[src/rtl/booth8_pkg.sv]
// Shared definitions for the radix-8 Booth multiplier family.
//   - state_e     : controller states (IDLE, RUN, DONE)
//   - sel_e       : one-hot multiple select {ZERO, X1, X2, X3, X4}
//   - digit_sel_t : select plus negate flag for one recoded digit
//   - booth8_decode() : maps a 4-bit recoding window to a digit_sel_t
package booth8_pkg;

    localparam int unsigned N_DIGITS   = 11; // 33-bit sign-extended multiplier / 3
    localparam int unsigned DIGIT_BITS = 4;  // window b[3i+2:3i-1]
    localparam int unsigned CNT_W      = 4;

    typedef enum logic [1:0] {IDLE, RUN, DONE} state_e;

    typedef enum logic [4:0] {
        ZERO = 5'b00001,
        X1   = 5'b00010,
        X2   = 5'b00100,
        X3   = 5'b01000,
        X4   = 5'b10000
    } sel_e;

    typedef struct packed {
        sel_e sel;
        logic neg;
    } digit_sel_t;

    // d = -4*r[3] + 2*r[2] + r[1] + r[0]
    function automatic digit_sel_t booth8_decode(input logic [DIGIT_BITS-1:0] r);
        logic [2:0] pos;
        logic [2:0] mag;
        digit_sel_t ds;
        pos = {1'b0, r[2], 1'b0} + {2'b00, r[1]} + {2'b00, r[0]};
        // With r[3] set the digit is pos-4, so its magnitude is 4-pos.
        mag = r[3] ? (3'd4 - pos) : pos;
        ds.neg = r[3] && (pos != 3'd4);
        case (mag)
            3'd0:    ds.sel = ZERO;
            3'd1:    ds.sel = X1;
            3'd2:    ds.sel = X2;
            3'd3:    ds.sel = X3;
            default: ds.sel = X4;
        endcase
        return ds;
    endfunction

endpackage

[src/rtl/booth8_digit_select.sv]
// Combinational radix-8 Booth partial-product selector.
// Ports:
//   bits [3:0] : recoding window b[3i+2:3i-1]
//   m1..m4     : registered multiples A, 2A, 3A, 4A (64-bit, sign-extended)
//   pp         : signed partial product for this digit, not yet shifted
module booth8_digit_select
    import booth8_pkg::*;
(
    input  logic [DIGIT_BITS-1:0] bits,
    input  logic [63:0]           m1,
    input  logic [63:0]           m2,
    input  logic [63:0]           m3,
    input  logic [63:0]           m4,
    output logic [63:0]           pp
);

    digit_sel_t ds;
    logic [63:0] mag;

    always_comb begin
        ds  = booth8_decode(bits);
        mag = '0;
        unique case (ds.sel)
            ZERO:    mag = '0;
            X1:      mag = m1;
            X2:      mag = m2;
            X3:      mag = m3;
            X4:      mag = m4;
            default: mag = '0;
        endcase
        pp = ds.neg ? (64'd0 - mag) : mag;
    end

endmodule

[src/rtl/booth8_seq_mul.sv]
// Sequential signed 32x32 radix-8 Booth multiplier, one digit per cycle.
// Ports:
//   clk, rst_n           : clock, synchronous active-low reset
//   in_valid / in_ready  : operand handshake (a, tri_a = 3a, b)
//   out_valid / out_ready: product handshake
//   product              : signed 64-bit a*b
// Optional build macro BOOTH8_APPROX_TRUNC_EN: skip the APPROX_DIGITS low digits,
// giving a*(b - b_low) with APPROX_DIGITS fewer cycles of latency.
module booth8_seq_mul
    import booth8_pkg::*;
#(
    parameter int unsigned APPROX_DIGITS = 2
) (
    input  logic        clk,
    input  logic        rst_n,
    input  logic        in_valid,
    output logic        in_ready,
    input  logic [31:0] a,
    input  logic [33:0] tri_a,
    input  logic [31:0] b,
    output logic        out_valid,
    input  logic        out_ready,
    output logic [63:0] product
);

`ifdef BOOTH8_APPROX_TRUNC_EN
    localparam int unsigned FIRST = APPROX_DIGITS;
`else
    // Exact build: every digit is accumulated, APPROX_DIGITS has no effect.
    localparam int unsigned FIRST = APPROX_DIGITS * 0;
`endif

    localparam logic [CNT_W-1:0] CNT_FIRST = CNT_W'(FIRST);
    localparam logic [CNT_W-1:0] CNT_LAST  = CNT_W'(N_DIGITS - 1);

    state_e           state;
    logic [63:0]      m1, m2, m3, m4;
    logic [33:0]      b_ext;
    logic [63:0]      acc;
    logic [CNT_W-1:0] cnt;

    logic [5:0]            shamt;
    logic [DIGIT_BITS-1:0] window;
    logic [63:0]           pp;
    logic [63:0]           acc_next;

    assign in_ready = (state == IDLE);

    // Digit i sits at bit 3i of b_ext, which is also its weight 8^i.
    assign shamt    = {2'b00, cnt} * 6'd3;
    assign window   = b_ext[shamt +: DIGIT_BITS];
    assign acc_next = acc + (pp << shamt);

    booth8_digit_select u_sel (
        .bits (window),
        .m1   (m1),
        .m2   (m2),
        .m3   (m3),
        .m4   (m4),
        .pp   (pp)
    );

    always_ff @(posedge clk) begin
        if (!rst_n) begin
            state     <= IDLE;
            out_valid <= 1'b0;
            product   <= '0;
            acc       <= '0;
            cnt       <= '0;
            m1        <= '0;
            m2        <= '0;
            m3        <= '0;
            m4        <= '0;
            b_ext     <= '0;
        end else begin
            unique case (state)
                IDLE: begin
                    if (in_valid) begin
                        m1    <= {{32{a[31]}}, a};
                        m2    <= {{31{a[31]}}, a, 1'b0};
                        m3    <= {{30{tri_a[33]}}, tri_a};
                        m4    <= {{30{a[31]}}, a, 2'b00};
                        b_ext <= {b[31], b, 1'b0};
                        acc   <= '0;
                        cnt   <= CNT_FIRST;
                        state <= RUN;
                    end
                end
                RUN: begin
                    acc <= acc_next;
                    cnt <= cnt + 1'b1;
                    if (cnt == CNT_LAST) begin
                        product   <= acc_next;
                        out_valid <= 1'b1;
                        state     <= DONE;
                    end
                end
                DONE: begin
                    if (out_ready) begin
                        out_valid <= 1'b0;
                        state     <= IDLE;
                    end
                end
                default: state <= IDLE;
            endcase
        end
    end

endmodule

[config.mk]
export PLATFORM = sky130hd
export DESIGN_NAME = booth8_seq_mul
export DESIGN_NICKNAME = d
export VERILOG_FILES = /design/src/rtl/booth8_pkg.sv /design/src/rtl/booth8_digit_select.sv /design/src/rtl/booth8_seq_mul.sv
export SDC_FILE = /design/constraint.sdc
export NUM_CORES = 1
export LEC_CHECK = 0
export CAP_MARGIN = 10
export CORE_ASPECT_RATIO = 0.6
export CORE_MARGIN = 2
export CORE_UTILIZATION = 40
export DETAILED_ROUTE_END_ITERATION = 10
export SYNTH_ARGS = -nofsm -noshare
export SYNTH_HDL_FRONTEND = slang
export SYNTH_SLANG_ARGS = --single-unit
[constraint.sdc]
create_clock -name clk -period 21.7 [get_ports clk]
set_input_delay 6.51 -clock clk [delete_from_list [all_inputs] [get_ports clk]]
set_output_delay 6.51 -clock clk [all_outputs]
set_load 0.02 [all_outputs]
## After elaboration in Yosys (flattened, before gate mapping)

Cells that the tools add are included.
W data, S select, Z words.

| storage, ports and cells | value |
|---|---|
| latch bits | 0 |
| bits in read-only memories | 0 |
| output and inout port bits | 66 |
| memory bits (writable) | 0 |
| register bits after elaboration | 297 |
| memories kept | 0 |

| cells by class | value |
|---|---|
| $lt $le $gt $ge | 0 |
| eq/ne operators | 14 |
| multiplexer cells | 15 |
| shift-type cells | 2 |
| reductions and logical operators | 10 |
| bitwise operators | 0 |
| add/sub/neg operators | 6 |
| $mul | 1 |
| div/mod/pow operators | 0 |

Operators by type and width:

| kind | count |
|---|---|
| $pmux W64 S4 | 1 |
| $mux W64 | 2 |
| $pmux W64 S2 | 1 |
| $add A64 B64 Y64 | 1 |
| $shl A64 B6 Y64 | 1 |
| $sub A1 B64 Y64 const A | 1 |
| $shiftx A34 B7 Y4 | 1 |
| $pmux W5 S4 | 1 |
| $pmux W4 S2 | 1 |
| $eq A3 B2 Y1 const B | 2 |
| $mul A4 B2 Y6 const B | 1 |
| $mux W2 | 3 |
| $ne A2 B2 Y1 const B | 3 |
| $pmux W2 S3 | 1 |
| $reduce_and A2 Y1 | 3 |
| $reduce_and A3 Y1 | 2 |
| $eq A5 B2 Y1 const B | 1 |
| $eq A5 B3 Y1 const B | 1 |
| $eq A5 B4 Y1 const B | 1 |
| $eq A5 B5 Y1 const B | 1 |
| $add A4 B1 Y4 const B | 1 |
| $eq A4 B4 Y1 const B | 1 |
| $mux W4 | 1 |
| $reduce_bool A2 Y1 | 2 |
| other kinds (13) | 14 |

## Longest topological paths before layout

| depth | value |
|---|---|
| word-level depth | 15 |
| gate-level depth with buffers | 67 |
| depth with buffers taken out | 50 |

## Hierarchy

Synthesis repeated with hierarchy kept, for this count alone.

| unflattened totals | value |
|---|---|
| cell total of the unflattened synthesis | 2,697 |
| area, all modules | 20,488.4 um^2 |

By module, submodules not included:

| module | seq. area each (um^2) | times used | cells each | area each (um^2) |
|---|---|---|---|---|
| booth8_seq_mul | 4,664.5 | 1 | 2,232 | 16,836.1 |
| booth8_digit_select | 0.0 | 1 | 465 | 3,652.3 |

## Worst setup path after synthesis

Ideal clock, no wire load.

| path | value |
|---|---|
| path type | register to register |
| from | reg cnt[0] |
| to | reg acc[63] |
| arrival time | 15.092 ns |
| data required time | 21.594 ns |
| clock period less this slack | 15.198 ns |
| slack | 6.502 ns |
| stages on the path, launching flop included | 65 |
| cells stage by stage | dfxtp_1 > inv_1 > clkbuf_1 > buf_1 > buf_1 > buf_1 > clkbuf_1 > ha_1 > buf_1 > clkbuf_1 > clkbuf_1 > clkbuf_1 > clkbuf_1 > clkbuf_1 > o21ai_0 > a221oi_1 > nor3_1 > o21ai_0 > [... 29 more ...] > mux2i_1 > nor2_1 > ha_1 > a21o_1 > a21o_1 > a21o_1 > a21o_1 > a21o_1 > or3_1 > a21oi_1 > o21a_1 > o31ai_1 > a21oi_1 > o21ai_0 > a221oi_1 > nor4b_1 > o21ai_0 > o311ai_0 |

| between the ends | value |
|---|---|
| word-level cells in the longest chain between the ends | 15 |

Ends and longest elaborated chain:

| element | line | source |
|---|---|---|
| from (decl) | booth8_seq_mul.sv:40 | `logic [CNT_W-1:0] cnt;` |
| from (signal assigned) | booth8_seq_mul.sv:91 | `cnt <= cnt + 1'b1;` |
| $mul A4 B2 Y6 (*) | booth8_seq_mul.sv:50 | `assign shamt = {2'b00, cnt} * 6'd3;` |
| $shiftx A34 B7 Y4 | booth8_seq_mul.sv:51 | `assign window = b_ext[shamt +: DIGIT_BITS];` |
| $add A2 B1 Y3 | booth8_pkg.sv:32 | `pos = {1'b0, r[2], 1'b0} + {2'b00, r[1]} + {2'b00, r[0]};` |
| $add A3 B1 Y3 | booth8_pkg.sv:32 |  |
| $sub A3 B3 Y3 | booth8_pkg.sv:34 | `mag = r[3] ? (3'd4 - pos) : pos;` |
| $mux W3 | booth8_pkg.sv:34 |  |
| $eq A3 B2 Y1, or another cell as far along | booth8_pkg.sv:36 | `case (mag)` |
| $pmux W5 S4 | booth8_pkg.sv:36 |  |
| $eq A5 B5 Y1, or another cell as far along | booth8_digit_select.sv:23 | `unique case (ds.sel)` |
| $pmux W64 S4 | booth8_digit_select.sv:23 |  |
| $sub A1 B64 Y64 | booth8_digit_select.sv:31 | `pp = ds.neg ? (64'd0 - mag) : mag;` |
| $mux W64 | booth8_digit_select.sv:31 |  |
| $shl A64 B6 Y64 (*) | booth8_seq_mul.sv:52 | `assign acc_next = acc + (pp << shamt);` |
| $add A64 B64 Y64 (*) | booth8_seq_mul.sv:52 |  |
| $pmux W64 S2 (*) | booth8_seq_mul.sv:76 | `unique case (state)` |
| to (signal assigned) | booth8_seq_mul.sv:90 | `acc <= acc_next;` |
| to (decl) | booth8_seq_mul.sv:39 | `logic [63:0] acc;` |

Mark *: on every way between the ends. The rest lies on a longest branch, timed or not.
A chain may end at the register's enable or synchronous reset.

## Final worst setup path

Ends and elaborated chain as after synthesis.

==> impl_metrics.ini <==
[run_status]
status = finished clean

[clock_network]
path_clk_slew_ns = 0.07
cts_buffers = 24
cts.sinks = 233
cts_resized = 0
holdBufCountCts = 0
cts_tree = built
root_buffer = clkbuf_16
cts-htree-levels = 1
clock_latency_ns = 0.57
cts_setup_buffers = 0
clockBufferDepth = 3

[logic_synthesis]
ys_seq_area_frac = 0.249
ys_async_sr_fraction = 0
synth_edf_count = 0
syn-mean-instance-area_um2 = 7.34
synthCells = 2552
ys_types = 85
ys.warnings.count = 0
synth_area_mm2 = 0.0187
synth-main-ff-cell = dfxtp_1
ys_ff_latch = 233
synth_nets = 2729

[grt]
grt_pass1_vias = 17700
grt_pass1_wl_um = 106000
grt-ovfl-total = 0
track_usage = 0.273
antenna_found_initial = 1
grt_start_max_net_pins = 87

[setup_path]
arrival_ns = 17.17
worstSetupStartpointType = flip-flop
slowest_delay_ns = 0.98
path_class = reg2reg
cp_slowest_cell = ha_1
cpMostUsedCell = o21ai_0
crit_fanout = 53
critical_path.endpoint_type = flip-flop
critPathRequiredTime_ns = 22.16

[placement]
dpl.cell_count = 3191
port_buffers = 167
gp_congestion = 0.990
hpwl_um = 51800

[detailed_routing]
drc = 0
wl_per_cell_um = 21.0
dr.first_iter.drc_count = 1975
ant_nets = 0
drt-total-wl_um = 67900
drtPass1Iterations = 6
vias = 19600
viasPerCell = 6.05

[sta]
finalCritPeriodShare = 0.770
setup-tns-final_ns = 0
hold_viol_final = 0
finalCriticalPeriod_ns = 16.70
finClkSkew_ns = 0.0313
slew_headroom = 0.272
slew_violations = 0
worst_pin_slew_ns = 1.09
rsz0062_at_grt = false
fmax_ghz = 0.0599
setup-violations-final = 0

[cells_and_area]
multi_input_area_mm2 = 0.0132
fin_nets = 2764
seq_area_mm2 = 0.00467
area_delta_synth_final_pct = 15.2
drive_above_1_share = 0.0780
stdcell_count = 3233
final_cell_mix = 479 x nand2_1, 350 x a21oi_1, 232 x dfxtp_1, 198 x nor2_1, 167 x clkdlybuf4s50_1
num_antenna_cells = 0
final_common_cell = nand2_1
fill_cells = 4679

[die]
start_util = 0.405
core-area_mm2 = 0.0463
dieWidth_um = 283
ioPinCount = 168
die_area_mm2 = 0.0486
die_y_um = 172
row_count = 61

[job]
maxCapViolCount = 0

[power_and_ir_drop]
leakagePower_nw = 8.41
p_total_mw = 1.83
p_per_area_mw_per_mm2 = 84.8
vdd_drop_max_mv = 0.0562

[hold_path]
hp-class = reg2reg
[routing by layer]
metal,up-vias,track usage,share of wire
met4,0,0.0423,0.014
met5,-,0,0
li1,9307,-,-
met3,64,0.0578,0.093
met2,790,0.368,0.37
met1,9402,0.435,0.52
[flip-flops by register name, indices dropped and copies added, names as in the netlist]
signal	cells
product	64
m4	32
state	2
b_ext	32
cnt	4
out_valid	1
m3	34
acc	64
[where the power goes]
part	internal, mW	switching [mW]	total (mW)
sequential	0.456	0.0264	0.482
combinational	0.332	0.577	0.909
clock	0.250	0.189	0.440
[cells in the mapped netlist (all sizes together) (22+ instances only)]
master / number / share of area
xnor2: 57 / 0.027
nand3: 85 / 0.023
a211oi: 26 / 0.011
mux2i: 99 / 0.053
a21o: 53 / 0.021
nor2: 198 / 0.040
mux4: 28 / 0.034
and2: 22 / 0.0073
clkbuf: 154 / 0.031
nor3: 29 / 0.0083
a31oi: 29 / 0.0097
a221oi: 39 / 0.019
ha: 73 / 0.049
a21oi: 351 / 0.094
nand2: 483 / 0.097
o21ai: 103 / 0.028
dfxtp: 233 / 0.25
buf: 38 / 0.0087
xor2: 32 / 0.015
inv: 51 / 0.010
mux2: 62 / 0.037
[cells by family (layout without fill, tap and decap cells)]
family	Yosys count	count (layout)	share of synthesized area
simple gates	933	933	0.217
compound gates	788	788	0.267
buf+inv	244	295	0.0500
flops	233	233	0.249
mux	189	189	0.124
xor+xnor	90	90	0.0429
fa+ha+maj	75	75	0.0509
[through the flow]
stage	hold slack (ns)	cell area [um2]	worst slack (ns)	utilization
final	0.454	21600	5.00	0.467
after global routing	0.471	21600	3.93	0.467
after CTS	0.457	21600	5.48	0.467
after detailed placement	0.447	20800	5.50	0.450
after global placement	0.444	20800	6.06	0.450
after floorplan	0.432	18700	6.50	-
[worst max-delay path, delay by kind of cell, from the launching register on]
| family | cells | cell delay [ns] |
|---|---|---|
| buffers and inverters | 5 | 1.83 |
| AND/OR/NAND/NOR | 14 | 3.86 |
| AO/OA/AOI/OAI | 25 | 6.25 |
| flip-flops | 1 | 0.74 |
| adder cells (fa/ha/maj) | 6 | 3.05 |
| multiplexers | 2 | 0.75 |
[final cells by class]
type / count / share of cell area
multi-input cells: 2075 / 0.612
flip-flops and latches: 233 / 0.216
repair buffers: 201 / 0.0892
well taps: 630 / 0.0365
clock buffers: 32 / 0.0307
inverters: 52 / 0.00927
clock inverters: 10 / 0.00637
[worst paths after layout]
| path | start | end | slack (ns) | cells past startpoint |
|---|---|---|---|---|
| max | cnt[0] | acc[63] | 5.00 | 52 |
| min | product[25] | product[25] | 0.45 | 2 |
| max reg2reg | cnt[0] | acc[63] | 5.00 | 52 |
| min reg2reg | product[25] | product[25] | 0.45 | 2 |
(Power assumes the default switching activity.)
